[src/rtl/avmm_rr_arbiter.sv]
// Round-robin arbiter that lets NUM_HOST Avalon-MM hosts share one sink. Each host's
// command is tagged in a read or write FIFO so responses can be routed back to it.
module avmm_rr_arbiter #(
  parameter  int NUM_HOST = 2,
  parameter  int DATA_W   = 64,
  parameter  int ADDR_W   = 16,
  parameter  int BURST_W  = 1,
  parameter  int MAX_OUT  = 8,
  localparam int BE_W     = DATA_W / 8
) (
  input  logic                          clk,
  input  logic                          rst_n,
  input  logic [NUM_HOST-1:0]           h_write,
  input  logic [NUM_HOST-1:0]           h_read,
  input  logic [NUM_HOST*ADDR_W-1:0]    h_address,
  input  logic [NUM_HOST*DATA_W-1:0]    h_writedata,
  input  logic [NUM_HOST*BURST_W-1:0]   h_burstcount,
  input  logic [NUM_HOST*BE_W-1:0]      h_byteenable,
  output logic [NUM_HOST-1:0]           h_waitrequest,
  output logic [NUM_HOST-1:0]           h_readdatavalid,
  output logic [NUM_HOST-1:0]           h_writeresponsevalid,
  output logic [DATA_W-1:0]             h_readdata,
  output logic                          d_write,
  output logic                          d_read,
  output logic [ADDR_W-1:0]             d_address,
  output logic [DATA_W-1:0]             d_writedata,
  output logic [BURST_W-1:0]            d_burstcount,
  output logic [BE_W-1:0]               d_byteenable,
  input  logic                          d_waitrequest,
  input  logic                          d_readdatavalid,
  input  logic                          d_writeresponsevalid,
  input  logic [DATA_W-1:0]             d_readdata,
  output logic                          err_orphan
);

  localparam int GW = $clog2(NUM_HOST);
  localparam int PW = (MAX_OUT > 1) ? $clog2(MAX_OUT) : 1;
  localparam int CW = $clog2(MAX_OUT + 1);

  typedef enum logic {IDLE = 1'b0, BUSY = 1'b1} state_e;

  state_e          state_q, state_d;
  logic [GW-1:0]   gnt_q, gnt_d;
  logic [GW-1:0]   rr_ptr_q, rr_ptr_d;
  logic            err_orphan_q, err_orphan_d;

  // Index 0 is the read tag FIFO, index 1 the write tag FIFO.
  logic [GW-1:0]   tag_mem_q [0:1][0:MAX_OUT-1];
  logic [PW-1:0]   wr_ptr_q  [0:1];
  logic [PW-1:0]   rd_ptr_q  [0:1];
  logic [CW-1:0]   cnt_q     [0:1];

  logic [NUM_HOST-1:0] req_s;
  logic [GW-1:0]       pick_s;
  logic [GW-1:0]       gnt_next_s;
  logic                busy_s, cmd_wr_s, cmd_rd_s, stall_s, accept_s;
  logic [1:0]          push_s, rsp_s, empty_s, full_s, pop_s;
  logic                orphan_s;
  logic [GW-1:0]       rd_head_s, wr_head_s;

  function automatic logic [PW-1:0] ptr_inc(input logic [PW-1:0] p);
    return (p == PW'(MAX_OUT - 1)) ? '0 : p + PW'(1);
  endfunction

  // Round-robin pick: scan downwards so the lowest offset from rr_ptr wins.
  always_comb begin
    int idx;
    req_s  = h_write | h_read;
    pick_s = rr_ptr_q;
    for (int k = NUM_HOST - 1; k >= 0; k--) begin
      idx    = int'(rr_ptr_q) + k;
      idx    = (idx >= NUM_HOST) ? idx - NUM_HOST : idx;
      pick_s = req_s[idx] ? GW'(idx) : pick_s;
    end
    gnt_next_s = (gnt_q == GW'(NUM_HOST - 1)) ? '0 : gnt_q + GW'(1);
  end

  // Sink command path: fields of the granted host, write wins over read, gated by stall.
  always_comb begin
    busy_s       = (state_q == BUSY);
    cmd_wr_s     = h_write[gnt_q];
    cmd_rd_s     = h_read[gnt_q] & ~cmd_wr_s;
    stall_s      = (cmd_rd_s & full_s[0]) | (cmd_wr_s & full_s[1]);
    d_write      = busy_s & cmd_wr_s & ~stall_s;
    d_read       = busy_s & cmd_rd_s & ~stall_s;
    accept_s     = (d_write | d_read) & ~d_waitrequest;
    d_address    = h_address[int'(gnt_q)*ADDR_W +: ADDR_W];
    d_writedata  = h_writedata[int'(gnt_q)*DATA_W +: DATA_W];
    d_burstcount = h_burstcount[int'(gnt_q)*BURST_W +: BURST_W];
    d_byteenable = h_byteenable[int'(gnt_q)*BE_W +: BE_W];
  end

  // Per-host stall: only the granted host in BUSY sees the sink handshake.
  always_comb begin
    h_waitrequest = '1;
    if (busy_s) begin
      h_waitrequest[gnt_q] = d_waitrequest | stall_s;
    end else begin
      h_waitrequest = '1;
    end
  end

  // FSM next state; grant is held through BUSY even if the host drops its request.
  always_comb begin
    state_d  = state_q;
    gnt_d    = gnt_q;
    rr_ptr_d = rr_ptr_q;
    case (state_q)
      IDLE: begin
        if (|req_s) begin
          state_d = BUSY;
          gnt_d   = pick_s;
        end else begin
          state_d = IDLE;
        end
      end
      BUSY: begin
        if (accept_s) begin
          state_d  = IDLE;
          rr_ptr_d = gnt_next_s;
        end else begin
          state_d = BUSY;
        end
      end
      default: state_d = IDLE;
    endcase
  end

  // FIFO status, response routing and orphan detection; full uses registered counts only.
  always_comb begin
    push_s    = {accept_s & d_write, accept_s & d_read};
    rsp_s     = {d_writeresponsevalid, d_readdatavalid};
    empty_s   = {cnt_q[1] == '0, cnt_q[0] == '0};
    full_s    = {cnt_q[1] == CW'(MAX_OUT), cnt_q[0] == CW'(MAX_OUT)};
    pop_s     = rsp_s & ~empty_s;
    orphan_s  = |(rsp_s & empty_s);
    rd_head_s = tag_mem_q[0][rd_ptr_q[0]];
    wr_head_s = tag_mem_q[1][rd_ptr_q[1]];
    h_readdatavalid      = '0;
    h_writeresponsevalid = '0;
    if (pop_s[0]) begin
      h_readdatavalid[rd_head_s] = 1'b1;
    end else begin
      h_readdatavalid = '0;
    end
    if (pop_s[1]) begin
      h_writeresponsevalid[wr_head_s] = 1'b1;
    end else begin
      h_writeresponsevalid = '0;
    end
    h_readdata   = d_readdata;
    err_orphan_d = err_orphan_q | orphan_s;
    err_orphan   = err_orphan_q;
  end

  // FSM, grant, round-robin pointer and sticky orphan flag.
  always_ff @(posedge clk or negedge rst_n) begin
    if (!rst_n) begin
      state_q      <= IDLE;
      gnt_q        <= '0;
      rr_ptr_q     <= '0;
      err_orphan_q <= 1'b0;
    end else begin
      state_q      <= state_d;
      gnt_q        <= gnt_d;
      rr_ptr_q     <= rr_ptr_d;
      err_orphan_q <= err_orphan_d;
    end
  end

  // Read and write tag FIFOs; a simultaneous push and pop leaves the count unchanged.
  always_ff @(posedge clk or negedge rst_n) begin
    if (!rst_n) begin
      for (int f = 0; f < 2; f++) begin
        wr_ptr_q[f] <= '0;
        rd_ptr_q[f] <= '0;
        cnt_q[f]    <= '0;
        for (int i = 0; i < MAX_OUT; i++) begin
          tag_mem_q[f][i] <= '0;
        end
      end
    end else begin
      for (int f = 0; f < 2; f++) begin
        if (push_s[f]) begin
          tag_mem_q[f][wr_ptr_q[f]] <= gnt_q;
          wr_ptr_q[f]               <= ptr_inc(wr_ptr_q[f]);
        end
        if (pop_s[f]) begin
          rd_ptr_q[f] <= ptr_inc(rd_ptr_q[f]);
        end
        case ({push_s[f], pop_s[f]})
          2'b10:   cnt_q[f] <= cnt_q[f] + CW'(1);
          2'b01:   cnt_q[f] <= cnt_q[f] - CW'(1);
          default: cnt_q[f] <= cnt_q[f];
        endcase
      end
    end
  end

endmodule

[config.mk]
export PLATFORM = sky130hd
export DESIGN_NAME = avmm_rr_arbiter
export DESIGN_NICKNAME = d
export VERILOG_FILES = /design/src/rtl/avmm_rr_arbiter.sv
export SDC_FILE = /design/constraint.sdc
export NUM_CORES = 1
export LEC_CHECK = 0
export BUFFER_PORTS_ARGS = -buffer_cell sky130_fd_sc_hd__buf_4
export CORE_AREA = 2 2 161 163
export DETAILED_ROUTE_END_ITERATION = 10
export DIE_AREA = 0 0 163 165
export PLACE_DENSITY_LB_ADDON = 0.05
export SLEW_MARGIN = 30
export SYNTH_ARGS = -nofsm -noshare
export SYNTH_HDL_FRONTEND = slang
export SYNTH_SLANG_ARGS = --single-unit
[constraint.sdc]
create_clock -name clk -period 3.32 [get_ports clk]
set_clock_uncertainty 0.15 [all_clocks]
set_input_delay 0.332 -clock clk [delete_from_list [all_inputs] [get_ports clk]]
set_output_delay 0.332 -clock clk [all_outputs]
set_load 0.02 [all_outputs]
Word-level counts from Yosys, hierarchy flattened
Index checks and enable logic that the tools add are counted.
{"block": "classes", "n_addsub": 12, "magnitude_cmp": 16, "eq_ne": 10, "shift": 4, "n_mux": 45, "bitwise": 28, "reduce_logical": 13}
{"op": "indexed part select 128 x 8 -> 64 bit", "count": 1}
{"op": "< comparator 32 x 3 -> 1 bit, second input constant", "count": 2}
{"op": "two-way mux 32 bit", "count": 2}
{"op": "indexed part select 32 x 6 -> 16 bit", "count": 1}
{"op": "two-way mux 1 bit", "count": 24}
{"op": "bitwise mux 8 bit", "count": 2}
{"op": "greater-or-equal comparator 4 bit, second input constant", "count": 4}
{"op": "inverter 3 -> 4 bit", "count": 4}
{"op": "one-hot mux 4 bit (2 select lines)", "count": 2}
{"op": "indexed part select 16 x 5 -> 8 bit", "count": 1}
{"op": "adder 3 x 1 -> 3 bit, second input constant", "count": 4}
{"op": "== test 3 bit, second input constant", "count": 4}
{"op": "two-way mux 3 bit", "count": 4}
{"op": "bitwise AND 1 bit", "count": 10}
{"op": "adder 4 x 1 -> 4 bit, second input constant", "count": 2}
{"op": "== test 4 bit, second input constant", "count": 2}
{"op": "zero test 4 bit", "count": 2}
{"op": "< comparator 4 x 1 -> 1 bit, second input constant", "count": 2}
{"op": "subtractor 4 x 1 -> 4 bit, second input constant", "count": 2}
{"op": "binary-select mux 1 bit (select 3 bit)", "count": 2}
{"op": "demux 1 bit (select 3 bit)", "count": 2}
{"op": "< comparator 1 x 2 -> 1 bit, second input constant", "count": 3}
{"op": "two-way mux 2 bit", "count": 3}
{"op": "logical AND 1 bit", "count": 5}
{"op": "other kinds (20)", "count": 38}
{"block": "totals", "register_bits": 40, "word_cells": 154}

Logic depth before layout (Yosys ltp)
{"block": "depth", "ltp_word": 13, "ltp_mapped": 12}

Worst setup path after synthesis
Ideal clock, no wire load.
{"block": "synth_path", "path_type": "register to register", "startpoint": "register cnt_q[5] (netlist bit)", "endpoint": "register cnt_q[6] (netlist bit)", "setup_time_ns": 0.126, "arrival_time_ns": 2.254, "slack_ns": 0.790, "stages_incl_launch_ff": 13, "path_buffers": 1, "synth_period_minus_slack_ns": 2.530, "cell_sequence": "dfrtp_1 > buf_2 > or4b_1 > nand2_1 > nor2_1 > inv_1 > ha_1 > xor2_1 > ha_1 > a21oi_1 > xor2_1 > nor2_1 > xor2_1"}
{"block": "synth_between", "elab_chain_len": 10, "elab_cells_between_ends": 18, "classes_between": "2 x add/sub; 3 x eq/ne; 1 x mux; 10 x bitwise; 2 x reduce/logical"}
{"element": "start: declaration", "line": "51", "rtl": "logic [CW-1:0] cnt_q [0:1];"}
{"element": "start signal: indexed assignment", "line": "192", "rtl": "2'b10: cnt_q[f] <= cnt_q[f] + CW'(1);"}
{"element": "start signal: indexed assignment", "line": "193", "rtl": "2'b01: cnt_q[f] <= cnt_q[f] - CW'(1);"}
{"element": "start signal: indexed assignment", "line": "194", "rtl": "default: cnt_q[f] <= cnt_q[f];"}
{"element": "== test 4 bit", "line": "134", "rtl": "full_s = {cnt_q[1] == CW'(MAX_OUT), cnt_q[0] == CW'(MAX_OUT)};"}
{"element": "bitwise AND 1 bit", "line": "83", "rtl": "stall_s = (cmd_rd_s & full_s[0]) | (cmd_wr_s & full_s[1]);"}
{"element": "bitwise OR 1 bit", "line": "83"}
{"element": "inverter 1 bit", "line": "84, 85"}
{"element": "bitwise AND 1 bit (on tied branches)", "line": "84, 85"}
{"element": "bitwise OR 1 bit", "line": "86", "rtl": "accept_s = (d_write | d_read) & ~d_waitrequest;"}
{"element": "bitwise AND 1 bit", "line": "86"}
{"element": "bitwise AND 1 bit", "line": "131", "rtl": "push_s = {accept_s & d_write, accept_s & d_read};"}
{"element": "== test 2 x 1 -> 1 bit / == test 2 bit (equally long branches)", "line": "191", "rtl": "case ({push_s[f], pop_s[f]})"}
{"element": "one-hot mux 4 bit (2 select lines) / nonzero test 2 bit (equally long branches)"}
Parallel ways exist; a longest one is shown, timed or not.
A chain may end at the register's enable or synchronous reset.

Worst setup path in the final report
{"block": "layout_path", "startpoint": "register gnt_q", "endpoint": "register cnt_q[3] (netlist bit)"}
{"block": "layout_between", "elab_chain_len": 13, "elab_cells_between_ends": 21, "classes_between": "2 x eq/ne; 5 x mux; 13 x bitwise; 1 x reduce/logical"}
{"element": "start: declaration", "line": "43", "rtl": "logic [GW-1:0] gnt_q, gnt_d;"}
{"element": "start signal: assignment", "line": "165", "rtl": "gnt_q <= gnt_d;"}
{"element": "two-way mux 1 bit (implied by the code) (2 in series)", "line": "81", "rtl": "cmd_wr_s = h_write[gnt_q];"}
{"element": "inverter 1 bit", "line": "82", "rtl": "cmd_rd_s = h_read[gnt_q] & ~cmd_wr_s;"}
{"element": "bitwise AND 1 bit", "line": "82"}
{"element": "bitwise AND 1 bit", "line": "83"}
{"element": "bitwise OR 1 bit", "line": "83"}
{"element": "inverter 1 bit", "line": "84, 85"}
{"element": "bitwise AND 1 bit (on tied branches)", "line": "84, 85"}
{"element": "bitwise OR 1 bit", "line": "86"}
{"element": "bitwise AND 1 bit", "line": "86"}
{"element": "bitwise AND 1 bit *", "line": "131"}
{"element": "== test 2 x 1 -> 1 bit / == test 2 bit (equally long branches)", "line": "191"}
{"element": "one-hot mux 4 bit (2 select lines) / nonzero test 2 bit (equally long branches)"}
Mark *: on every way between the ends. The rest lies on a longest branch, timed or not. The select of a mux whose other input is x is not followed.

==> flow_metrics.py <==
metrics = {
    "placement": {
        "port_buffers": 284,
        "placed_cells": 912,
        "gp_routability_congestion": 0.761,
        "pre_cts_ws_ns": 0.431,
        "hpwl_mm": 16.5,
        "dpl_cell_area_sq_um": 5890,
    },
    "synthesis": {
        "synth_seq_cells": 40,
        "syn_avg_cell_area_sq_um": 10.2,
        "yosys_warnings": 0,
        "syn_nets": 646,
        "synth_enable_flop_cells": 0,
        "synth.distinct_cells": 47,
        "ys_seq_area_share_pct": 25.7,
        "netlist_area_sq_um": 3890,
        "synthCells": 380,
        "async_flop_share_pct": 100,
        "ys.flop_type": "dfrtp_1",
    },
    "global_route": {
        "grt_remaining_overflow": 0,
        "grt_pass1_wl_mm": 25.4,
        "grt_max_degree": 74,
        "grtUsageTotal_pct": 13.3,
        "antenna_found_initial": 2,
        "grt_pass1_vias": 3760,
    },
    "timing": {
        "setup_viol": 0,
        "hold_violations": 0,
        "slew_violations": 0,
        "worst_pin_slew_ns": 0.573,
        "layout_min_cycle_time_ns": 2.89,
        "maxSlewHeadroom_pct": 61.8,
        "setup_ws_ns": 0.427,
        "fmaxAchievable_mhz": 346,
        "period_share_pct": 87.1,
        "tns_ns": 0,
        "rsz0062_at_grt": "no",
    },
    "power": {
        "leakagePower_nw": 2.86,
        "p_per_area_nw_per_um2": 749,
        "p_sw_w": 0.00200,
        "clkPwrFrac_pct": 12.2,
        "irDropWorstVdd_v": 0.000256,
        "p_comb_share_pct": 65.6,
        "switching_share_pct": 43.8,
        "p_int_w": 0.00257,
        "seq_power_share_pct": 22.3,
    },
    "die": {
        "core-area_sq_um": 25000,
        "die-height_um": 165,
        "ioPinCount": 413,
        "die_w_um": 163,
        "start_util_pct": 15.6,
        "fp-row-count": 58,
        "dieArea_sq_um": 26900,
    },
    "clock_tree": {
        "tritoncts": "yes",
        "cts_resized": 0,
        "cts_buffers": 5,
        "clk_latency_ns": 0.28,
        "hold_buffers": 1,
        "clock_path_buffers": 2,
        "clk_pin_slew_worst_paths_ns": 0.06,
        "post_cts_buffers": 0,
        "tritoncts_num_sinks": 40,
        "root_buffer": "clkbuf_16",
        "htree_num_levels": 2,
    },
    "final_layout": {
        "syn_to_final_growth_pct": 56.6,
        "final_cell_mix": "287 x buf_4, 108 x mux2_2, 39 x dfrtp_1",
        "nNetsFinal": 857,
        "final_common_cell": "buf_4",
        "fillers": 2727,
        "final_cell_count_no_fill": 922,
        "post-route-cell-area_sq_um": 6100,
        "drive_above_1_share_pct": 70.1,
        "diodes": 0,
    },
    "hold_path": {
        "hold-path-cell-count": 2,
        "hold_path.class": "input port to flop",
    },
    "critical_path": {
        "critPathMaxFanout": 11,
        "path_class": "flop to flop",
        "rr_startpoint": "gnt_q",
        "endpoint_kind": "flop",
        "reg2reg_slack_ns": 0.43,
        "critPathLaunchType": "flop",
        "r2r_cells": 9,
        "crit_start": "gnt_q",
        "crit_end": "cnt_q[3]",
        "required_ns": 3.31,
        "r2r_end": "cnt_q[3]",
        "crit_arrival_ns": 2.88,
    },
    "run_status": {
        "status": "finished clean",
    },
    "detailed_routing": {
        "wire_per_inst_um": 20.5,
        "num_vias": 3607,
        "viasPerCell": 3.91,
        "drcViolationCount": 0,
        "ant_nets": 0,
        "drt_iter0_markers": 116,
        "wirelength_mm": 18.9,
        "drtPass1Iterations": 4,
    },
    "run": {
        "cap_violations": 0,
    },
}
## layer usage
metal / track usage, % / share of wire [%] / vias up
li1: - / - / 1726
met1: 17.7 / 44 / 1684
met2: 21.3 / 48 / 178
met3: 4.07 / 7.2 / 19
met4: 2.45 / 0.92 / 0
met5: 0 / 0 / -
## registers in the layout (all words and copies together) (netlist names)
name	flops
gnt_q	1
busy_s	1
wr_ptr_q	6
rd_ptr_q	6
err_orphan	1
rr_ptr_q	1
cnt_q	8
tag_mem_q	16
## worst min path at each step
stage                               startpoint          to  slack, ns
after floorplan                          rst_n      busy_s      -0.11
after global placement                   rst_n    cnt_q[2]       0.23
after detailed placement                 rst_n    cnt_q[2]       0.23
after CTS                 d_writeresponsevalid  err_orphan       0.15
after global routing      d_writeresponsevalid  err_orphan       0.15
final                     d_writeresponsevalid  err_orphan       0.15
## worst max-delay path, cell delays in order (launching register included)
cell and delay [ns]:
dfrtp_4 0.54, mux2i_1 0.22, nor3_4 0.41, inv_4 0.12
ha_1 0.32, ha_1 0.34, inv_1 0.07, nor4_1 0.31
nand4b_1 0.15, o311ai_0 0.12
## power by group through the flow
stage	clock network (W)	logic [W]	registers, W
after floorplan	0	0.00210	0.000873
after global placement	0	0.00303	0.00102
after detailed placement	0	0.00301	0.00103
after CTS	0.000581	0.00302	0.00102
after global routing	0.000596	0.00325	0.00107
final	0.000555	0.00300	0.00102
## metrics by stage
| stage | hold WS [ns] | utilization, % | total power (W) |
|---|---|---|---|
| after floorplan | -0.114 | - | 0.00297 |
| after global placement | 0.235 | 23.5 | 0.00405 |
| after detailed placement | 0.230 | 23.5 | 0.00404 |
| after CTS | 0.147 | 24.2 | 0.00462 |
| after global routing | 0.151 | 24.3 | 0.00491 |
| final | 0.152 | 24.3 | 0.00457 |
## cell families after synthesis
family | Yosys count | synth area share, %
multiplexers | 117 | 34.9
adder cells (fa/ha/maj) | 15 | 5.01
flip-flops | 40 | 25.7
AND/OR/NAND/NOR | 79 | 12.8
buffers and inverters | 96 | 15.8
XOR/XNOR | 7 | 1.57
AO/OA/AOI/OAI | 26 | 4.27
## area by class of cell
cell class | instances | area (sq um) | share of cell area [%]
multi-input combinational | 244 | 2280 | 37.4
timing repair buffer | 289 | 2190 | 36.0
sequential | 40 | 1000 | 16.5
tap | 330 | 413 | 6.77
clock buffer | 6 | 129 | 2.11
inverter | 11 | 43.8 | 0.718
clock inverter | 2 | 35.0 | 0.575
## cell usage after synthesis, types with 4 or more instances
cell | n | area [sq um]
mux2_2 | 108 | 1220
buf_4 | 65 | 488
dfrtp_1 | 40 | 1000
ha_1 | 14 | 175
nor2_1 | 14 | 52.6
clkbuf_1 | 12 | 45.0
nand2_1 | 12 | 45.0
inv_1 | 10 | 37.5
o21ai_0 | 9 | 45.0
nor3_1 | 8 | 40.0
nand2b_1 | 7 | 43.8
buf_2 | 6 | 30.0
nor4_1 | 5 | 31.3
xor2_1 | 5 | 43.8
a21oi_1 | 4 | 20.0
mux4_2 | 4 | 90.1
nand4_1 | 4 | 25.0
nand4b_1 | 4 | 35.0
No activity file was read; power rests on OpenSTA's default activity.
